## config.mk

```make
export PLATFORM = sky130hd
export DESIGN_NAME = mux4_rr_sched
export DESIGN_NICKNAME = d
export VERILOG_FILES = /design/src/rtl/mux4_rr_sched.sv
export SDC_FILE = /design/constraint.sdc
export NUM_CORES = 1
export LEC_CHECK = 0
export CAP_MARGIN = 10
export CORE_ASPECT_RATIO = 1.2
export CORE_MARGIN = 2
export CORE_UTILIZATION = 40
export CTS_BUF_LIST = sky130_fd_sc_hd__clkbuf_16
export DETAILED_ROUTE_END_ITERATION = 8
export HOLD_SLACK_MARGIN = 0.02
export PLACE_DENSITY = 0.67
export SKIP_CTS_REPAIR_TIMING = 1
export SLEW_MARGIN = 20
export SYNTH_ARGS = -nofsm -noshare
export SYNTH_HDL_FRONTEND = slang
export SYNTH_HIERARCHICAL = 1
export SYNTH_SLANG_ARGS = --single-unit
```

## constraint.sdc

```tcl
create_clock -name clk -period 1.6 [get_ports clk]
set_input_delay 0.16 -clock clk [delete_from_list [all_inputs] [get_ports clk]]
set_output_delay 0.16 -clock clk [all_outputs]
set_load 0.02 [all_outputs]
```

## src/rtl/mux4_rr_sched.sv

```systemverilog
// rtl/mux4_rr_sched.sv - round-robin scheduler sharing one 4:1 mux lane between four requesters
//
// mux4to1: plain 4:1 single-bit multiplexer.
//   a, b, c, d : data inputs selected by sel = 0, 1, 2, 3
//   sel        : 2-bit select
//   y          : selected data bit
//
// mux4_rr_sched: grants one requester at a time for a burst of at most
// BURST_LEN cycles, then inserts a one-cycle release gap before
// re-arbitrating round-robin from the requester after the last winner.
//   clk     : system clock, rising edge
//   rst     : asynchronous active-high reset
//   req     : request vector, bit i = requester i
//   data_in : data bits, data_in[i] feeds mux input i
//   lock    : (only with MUX4_RR_SCHED_LOCK_EN) hold the current grant past BURST_LEN
//   grant   : one-hot grant, registered
//   select  : registered mux select, holds its value outside GRANT
//   busy    : high while in GRANT
//   y       : mux output gated by busy
//
// Optional feature macro: MUX4_RR_SCHED_LOCK_EN adds the lock input.

module mux4to1 (
    input  logic       a,
    input  logic       b,
    input  logic       c,
    input  logic       d,
    input  logic [1:0] sel,
    output logic       y
);
    always_comb begin
        case (sel)
            2'd0:    y = a;
            2'd1:    y = b;
            2'd2:    y = c;
            default: y = d;
        endcase
    end
endmodule

module mux4_rr_sched #(
    parameter int BURST_LEN = 4,
    parameter int CNT_W     = $clog2(BURST_LEN + 1)
) (
    input  logic       clk,
    input  logic       rst,
    input  logic [3:0] req,
    input  logic [3:0] data_in,
`ifdef MUX4_RR_SCHED_LOCK_EN
    input  logic       lock,
`endif
    output logic [3:0] grant,
    output logic [1:0] select,
    output logic       busy,
    output logic       y
);
    typedef enum logic [1:0] {
        IDLE    = 2'd0,
        GRANT   = 2'd1,
        RELEASE = 2'd2
    } state_t;

    localparam logic [CNT_W-1:0] BURST_MAX = CNT_W'(BURST_LEN);
    localparam logic [CNT_W-1:0] CNT_ONE   = CNT_W'(1);

    state_t           state;
    logic [1:0]       ptr;
    logic [CNT_W-1:0] cnt;

    logic             win_valid;
    logic [1:0]       win_idx;
    logic             at_limit;
    logic             stay;
    logic             mux_y;

    // Search ptr, ptr+1, ... ; iterating from the farthest offset down lets the
    // nearest requester overwrite the result last.
    always_comb begin
        logic [1:0] idx;
        win_valid = 1'b0;
        win_idx   = ptr;
        for (int k = 3; k >= 0; k--) begin
            idx = ptr + 2'(k);
            if (req[idx]) begin
                win_valid = 1'b1;
                win_idx   = idx;
            end
        end
    end

    assign at_limit = (cnt == BURST_MAX);

`ifdef MUX4_RR_SCHED_LOCK_EN
    // While locked the burst limit is ignored; only a dropped request ends it.
    assign stay = req[select] && (!at_limit || lock);
`else
    assign stay = req[select] && !at_limit;
`endif

    always_ff @(posedge clk or posedge rst) begin
        if (rst) begin
            state  <= IDLE;
            grant  <= 4'b0000;
            select <= 2'b00;
            busy   <= 1'b0;
            ptr    <= 2'b00;
            cnt    <= '0;
        end else begin
            case (state)
                GRANT: begin
                    if (stay) begin
                        // Saturates at BURST_MAX (only reachable when locked).
                        if (!at_limit) begin
                            cnt <= cnt + CNT_ONE;
                        end
                    end else begin
                        grant <= 4'b0000;
                        busy  <= 1'b0;
                        ptr   <= select + 2'd1;
                        state <= RELEASE;
                    end
                end
                default: begin
                    // IDLE and RELEASE arbitrate identically; RELEASE falls
                    // back to IDLE when nobody is requesting.
                    if (win_valid) begin
                        grant  <= 4'b0001 << win_idx;
                        select <= win_idx;
                        busy   <= 1'b1;
                        cnt    <= CNT_ONE;
                        state  <= GRANT;
                    end else begin
                        state  <= IDLE;
                    end
                end
            endcase
        end
    end

    mux4to1 u_mux (
        .a   (data_in[0]),
        .b   (data_in[1]),
        .c   (data_in[2]),
        .d   (data_in[3]),
        .sel (select),
        .y   (mux_y)
    );

    assign y = mux_y & busy;

endmodule
```

==> results.txt, run 1 <==
The final global-route overflow total is 0. For this design, the slowest cell found on the critical path is sky130_fd_sc_hd__mux4_2. Entering global routing, the biggest net connects 15 pins.

The top flip-flop cell by instance count after synthesis is sky130_fd_sc_hd__dfrtp_1. The max-slew violation count is 0. Cells fill 62.7% of the core in the end. The post-layout worst setup margin is -13.9 ps. The buffers plus inverters on the worst setup path came out at 1. The clock slew at the register clock pins of the worst setup and hold paths is 50 ps. The maximum net fanout on the critical path came out at 2. The number of different library cells in the post-synthesis netlist came out at 38.

The maximum operating frequency came out at 620 MHz. The number of global-route vias before repair came to 831. The checks that failed: negative setup slack. The tightest hold path in the finished design has a slack of 254 ps. The relative max-transition margin is 64.8%.

The CTS root buffer is sky130_fd_sc_hd__clkbuf_16. The total power per unit cell area came out at 1960 nW/um2. The number of antenna diodes in the final layout is 0.

The longest clock path from root to sink contains 2 buffers. The class of the most critical hold timing path is in -> async. By area the synthesized netlist is led by sky130_fd_sc_hd__dfrtp_1 (38%), sky130_fd_sc_hd__nand2_1 (4.5%), sky130_fd_sc_hd__o22ai_1 (4.1%).

The share of post-route cells with drive strength above 1 is 32.1%. After detailed routing, the total wire length is 2280 um. In the final layout, the multi-input gates occupy 566 um2.

The number of warnings printed during yosys synthesis came out at 6. The DRC marker count from the first detailed-route iteration is 14. Setup repair after global routing could not meet its margin everywhere. Ranked by instance count, the synthesized netlist is headed by sky130_fd_sc_hd__dfrtp_1 (14), sky130_fd_sc_hd__nand2_1 (11), sky130_fd_sc_hd__inv_1 (8), sky130_fd_sc_hd__nor2_1 (8), sky130_fd_sc_hd__o22ai_1 (6).

The switching portion of total power is 38.7%. The clock network fraction of design power is 17.2%. The share of the yosys chip area belonging to registers came out at 38.1%.

The worst setup path is captured at an output pin. Yosys mapped a number of flops with a built-in enable equal to 0. For this design the total switching power over the nets is 0.00106 W. The number of max-capacitance violations reported is 0. The worst clock skew came out at 2.19 ps. The count of nets after finishing came out at 147. CTS built an H-tree with a depth of 1.

In this run, synthesis produced a sequential element count of 14. Counting flops with an async set or reset pin after synthesis yields a share of 100%. The number of clock buffers added by TritonCTS is 3. After filler insertion, the fill cell instance count of the layout stands at 189. The largest stage delay on the critical path is 510 ps.

The internal power contribution is 0.00168 W. The half-perimeter wire length of the detailed placement result came out at 1630 um. The met2 layer usage reported by global route came out at 29.9%.

The data arrival time at the worst-slack endpoint came out at 1450 ps. The vias after detailed routing is 900. The most repeated cell in the gate-level netlist after synthesis is sky130_fd_sc_hd__dfrtp_1. The vertical die dimension came out at 56.5 um. Summed over all cells, the static leakage comes to 0.617 nW. The initial antenna violation count is 0. The wire length of the first global-routing pass came out at 3530 um. The sequential cell area in the final layout came out at 350 um2. Across the VDD grid, the largest voltage drop is 1.43 mV. The cell type contributing the most total cell area after synthesis is sky130_fd_sc_hd__dfrtp_1. The synthesized netlist net count came out at 110. The flow ran to the end, but the final reports show violations. The total count of hold-check failures in the final report came out at 0. The fraction of post-synthesis cell area in the top cell type by area came out at 38.1%. The dominant delay contributor by cell family on the critical path is multiplexers. The starting utilization of the core area came out at 41.1%. The number of standard cells after synthesis is 98.

TritonCTS built the clock tree. The remaining design rule violation count came out at 0. The clock reaches the later pin of the worst-skew pair after 240 ps. The final critical delay including setup and external delays is 1610 ps. The global routing usage on met3 came out at 3.22%. The die extent in x is 47.7 um. The signal on the critical path passes through mux4_2, and2_1, buf_2. The critical path is of the reg -> out type. The placed cell area is 1240 um2. The final RePlAce weighted congestion is 0.843. The die footprint is 2700 um2. Counting every sink on the clock net gives 14. The minimum setup slack after placement came out at -287 ps. The mapped cell area is 918 um2.

The cell area after layout is 1400 um2. Once detail routing completed, the nets flagged for antenna violations numbered 0. Dividing the detail-routed via count by the number of cells gives 5.45.

The share of the clock period used by the worst path after layout came out at 101%. The layer with the highest usage is met2. The met1 global-route usage is 22.1%. The total I/O pin count is 18.

The area overhead of the layout relative to synthesis came out at 52.6%. Combinational logic burns 58.0% of the power. The total routing usage reported by global routing is 17.7%. The slew at the pin closest to its max-slew limit came out at 527 ps. The number of I/O port buffers is 17.

The mean post-synth cell area is 9.37 um2. In the final routed layout, each cell accounts on average for 13.8 um. The critical path startpoint category is a register. The number of placement rows is 19. The share of total power dissipated in sequential elements is 24.9%. Setup violations remaining at the end of the flow were counted as 1. Data on the critical path is required at its endpoint by 1440 ps. The count of TritonRoute iterations in the first routing pass is 4. The placeable core area is 2230 um2. The total negative slack for setup checks came out at -13.9 ps.
## placed cells by master, fill, tap and decap left out, types with 2 or more instances in the layout
cell type                          n
sky130_fd_sc_hd__inv_1             8
sky130_fd_sc_hd__mux2i_1           2
sky130_fd_sc_hd__o31ai_1           2
sky130_fd_sc_hd__dfrtp_1          14
sky130_fd_sc_hd__clkdlybuf4s50_1  16
sky130_fd_sc_hd__o41ai_1           2
sky130_fd_sc_hd__clkbuf_16         3
sky130_fd_sc_hd__nand2_1          11
sky130_fd_sc_hd__buf_6             2
sky130_fd_sc_hd__buf_4            20
sky130_fd_sc_hd__o22ai_2           3
sky130_fd_sc_hd__o21ai_0           3
sky130_fd_sc_hd__nor2_1            7
sky130_fd_sc_hd__mux2_4            2
sky130_fd_sc_hd__or2b_1            2
sky130_fd_sc_hd__nand2b_1          2
sky130_fd_sc_hd__a31oi_1           3
sky130_fd_sc_hd__o22ai_1           3
sky130_fd_sc_hd__a21oi_1           4
## power by group through the flow
stage / registers [W] / clock network, W / logic, W
finish: 0.000683 / 0.000472 / 0.00159
global route: 0.000709 / 0.000491 / 0.00172
CTS: 0.000669 / 0.000477 / 0.00141
detailed placement: 0.000672 / 0 / 0.00140
global placement: 0.000664 / 0 / 0.00136
floorplan: 0.000723 / 0 / 0.000761
## layer usage
metal / share of wire, % / routed length [um]
met2: 51 / 1160
met1: 44 / 998
met3: 3.8 / 87
met4: 1.2 / 27
met5: 0 / 0
## cell families after synthesis
logic type	after synthesis	synth area share [%]
compound gates	33	28.9
simple gates	28	14.4
buf+inv	15	7.36
flops	14	38.1
mux	5	7.49
fa+ha+maj	2	2.72
xor+xnor	1	0.954
## through the flow
step	total power (W)	std cells
floorplan	0.00148	98
global placement	0.00203	159
detailed placement	0.00207	159
CTS	0.00256	163
global route	0.00292	165
finish	0.00275	165
## flip-flops by register name (all words and copies together), names as in the netlist
signal,cells
state,2
cnt,3
select,2
grant,4
busy,1
ptr,2
## path summary, 6_finish.rpt
| kind | startpoint | end | slack, ps | depth (start not counted) |
|---|---|---|---|---|
| setup / recovery | select[0] | y | -10 | 3 |
| hold / removal | rst | select[0] | 250 | 2 |
| setup reg to reg | select[0] | ptr[0] | 20 | 6 |
| hold reg to reg | grant[0] | grant[0] | 540 | 2 |
| max in group asynchronous | rst | state[1] | 1000 | 2 |
| min in group clk | grant[0] | grant[0] | 540 | 2 |
## cell type report
cell class                      instances  area share, %
Multi-Input combinational cell         69           40.4
Sequential cell                        14           25.0
Timing Repair Buffer                   39           24.1
Clock buffer                            3           5.36
Tap cell                               31           2.77
Inverter                                8           2.14
Clock inverter                          1          0.268
Note: power is estimated with default switching activity, not from simulation.
==> run 2, diff against run 1 <==
--- a/config.mk
+++ b/config.mk
@@ -7,7 +7,6 @@
 export LEC_CHECK = 0
 export CAP_MARGIN = 10
 export CORE_ASPECT_RATIO = 1.2
-export CORE_MARGIN = 2
 export CORE_UTILIZATION = 40
 export CTS_BUF_LIST = sky130_fd_sc_hd__clkbuf_16
 export DETAILED_ROUTE_END_ITERATION = 8
==> run 2 against run 1 <==
Against the previous run:
- critical endpoint is now grant[2]
- non-clock buffer count increased by 3
- fmax increased by 1.4%
- critical path type is now reg -> reg
- critical path depth increased by 2
- cell count increased by 1.2%
- largest cell class unchanged
- worst setup slack improved by 22 ps
- sequential cell count unchanged
- the run now ends clean
- power increased by 1.5%
- sequential power increased by 1%
- clock skew increased by 2.0 ps
==> results.txt, run 2 (synthesized netlist as in run 1, its figures left out) <==
The number of I/O port buffers came out at 17. Global routing used 21.9% of the available met1 tracks. The initial antenna violation count was 0.

The remaining design rule violation count is 0. The wire length of the first global-routing pass is 3550 um. At the worst endpoint, the arrival time is 1710 ps. The minimum setup slack after placement is -293 ps. The switching power came out at 0.00108 W.

After detailed routing, the average wire length per cell comes to 13.7 um. The number of filler instances in the final layout came out at 164. The critical path startpoint category is a register.

The buffer levels on the longest clock path is 2. The total power per unit cell area is 1980 nW/um2. The switching portion of total power is 38.5%. The final instance count without filler cells came out at 167.

For this block, the via count after detailed routing is 873. In the layout the commonest cells are sky130_fd_sc_hd__buf_4 (23), sky130_fd_sc_hd__clkdlybuf4s50_1 (16), sky130_fd_sc_hd__dfrtp_1 (14), sky130_fd_sc_hd__nand2_1 (11), sky130_fd_sc_hd__inv_1 (8). The half-perimeter wire length of the detailed placement result came out at 1670 um. The worst register-to-register path ends at grant[2]. The register-to-register setup slack is 8 ps. The post-layout worst setup margin came out at 7.92 ps.

The fraction of power consumed by sequential logic is 24.7%. Derived from the worst setup path, the maximum achievable clock frequency is 628 MHz. Setup repair after global routing could not meet its margin everywhere. For this block, the initial DRC count from the detailed router was 17. The critical path startpoint is select[0]. For the pin with the worst max-slew slack, the measured transition is 537 ps. The core region is 2120 um2. The clock latency of the later-clocked register in the worst-skew pair came out at 250 ps. The global routing usage on met3 is 5.28%. The layer with the highest usage is met2. Counting I/O delays and the setup requirement, the final critical path takes 1590 ps. The combinational fraction of design power is 58.0%.

The CTS sink count is 14. The H-tree depth is 1. The clock tree from TritonCTS is yes. The library cell used most frequently in the layout, excluding fill and tap cells, is sky130_fd_sc_hd__buf_4. Measured along the x axis, the die boundary spans 45.7 um.

The worst ir drop on vdd is 1.30 mV. The vias per cell came out at 5.23. The number of placement rows is 18. Relative to the synthesized area, the layout overhead comes to 53.3%. The share of the clock period used by the worst path after layout is 99.5%. The internal power contribution came out at 0.00172 W. The required time of the critical path came out at 1720 ps.

The flow ran to the end, and the final reports show no timing, DRC or antenna violations. The count of TritonRoute iterations in the first routing pass is 4. The final global-route overflow total is 0.

The number of max-capacitance violations reported came out at 0. The worst setup path is of the reg -> reg kind. The maximum net fanout on the critical path came out at 7. The overall routed net length is 2290 um. The critical path endpoint category is a register. Counting cells, the worst reg-to-reg path comes to 5. The tree is rooted in a sky130_fd_sc_hd__clkbuf_16. Overall power consumption after layout is estimated at 0.00279 W. The total CTS buffers is 3. Routability-driven placement finished with a final weighted congestion of 0.791. The register with the most flip-flops in the layout has 4 of them.

In this run, placement finished with an instance count of 162. The number of global-route vias before repair came to 832. Counting flops per register, the top entry is grant. After routing, the total negative slack on setup checks comes to 0 ps.

For this run, the post-layout net count is 150. The total count of hold-check failures in the final report is 0. The cell leakage power came out at 0.627 nW. Cells with a size suffix above 1 make up 32.8% of the layout. In the global route stage, met2 resource usage came out at 36.9%. The max-slew violation count came out at 0. After clock tree synthesis, the clock-pin slew on the worst setup and hold paths is 50 ps.

The die is 54.5 um tall. Setup violations remaining at the end of the flow were counted as 0. The startpoint identified for the worst register-to-register timing path is select[0]. The total I/O pin count is 18.

The count of inserted antenna diode cells came out at 0. The worst clock skew came out at 4.18 ps. The antenna violation net count after detailed routing is 0. In this run the worst hold path is classified as in -> async. Following the worst setup path forward leads to its endpoint at grant[2]. For this configuration, the core starts out at a cell density of 43.4%. The clock network fraction of design power is 17.3%. The die footprint is 2490 um2.

The relative max-transition margin came out at 64.2%. The largest net degree at the start of global routing is 15. Global routing used 20.5% of the available tracks. The largest registers in the layout are grant (4), cnt (3).
## run 2: cell count changes in the layout (fill, tap and decap cells not counted), sizes merged
| cell | delta |
|---|---|
| buf | +3 |
## run 2: power groups by stage
stage,registers (W),logic (W),clock network (W)
after floorplan,0.000723,0.000761,0
after global placement,0.000664,0.00143,0
after detailed placement,0.000676,0.00146,0
after CTS,0.000670,0.00148,0.000495
after global routing,0.000707,0.00175,0.000508
final,0.000690,0.00162,0.000481
## run 2: routing by layer
metal	wire length [um]	part of all wire, %
met5	0	0
met4	38	1.7
met3	89	3.9
met2	1150	50
met1	1020	44
## run 2: worst max-delay path: stages, from the launching register on
cell and delay, ps:
sky130_fd_sc_hd__dfrtp_1 400, sky130_fd_sc_hd__buf_6 150, sky130_fd_sc_hd__mux2_4 330, sky130_fd_sc_hd__a221oi_4 320, sky130_fd_sc_hd__buf_6 180, sky130_fd_sc_hd__o22ai_1 90
## run 2: through the flow
step                      cell area (um2)  hold WS [ps]  utilization, %
after floorplan                       918          49.2               -
after global placement               1270           497            59.9
after CTS                            1350           272            63.7
after global routing                 1410           325            66.5
after detailed placement             1270           500            59.9
final                                1410           253            66.5
## run 2: worst min path at each step
| stage | start | end | cells after the start |
|---|---|---|---|
| after floorplan | rst | busy | 1 |
| after global placement | cnt[2] | cnt[2] | 1 |
| after detailed placement | cnt[2] | cnt[2] | 1 |
| after CTS | rst | ptr[1] | 2 |
| after global routing | rst | ptr[1] | 2 |
| final | rst | ptr[0] | 2 |
## run 2: area by class of cell
class	instances	area (um2)	area share [%]
Multi-Input combinational cell	69	544	38.7
Timing Repair Buffer	42	367	26.0
Sequential cell	14	350	24.9
Clock buffer	3	75.1	5.33
Tap cell	30	37.5	2.67
Inverter	8	30.0	2.13
Clock inverter	1	3.75	0.267
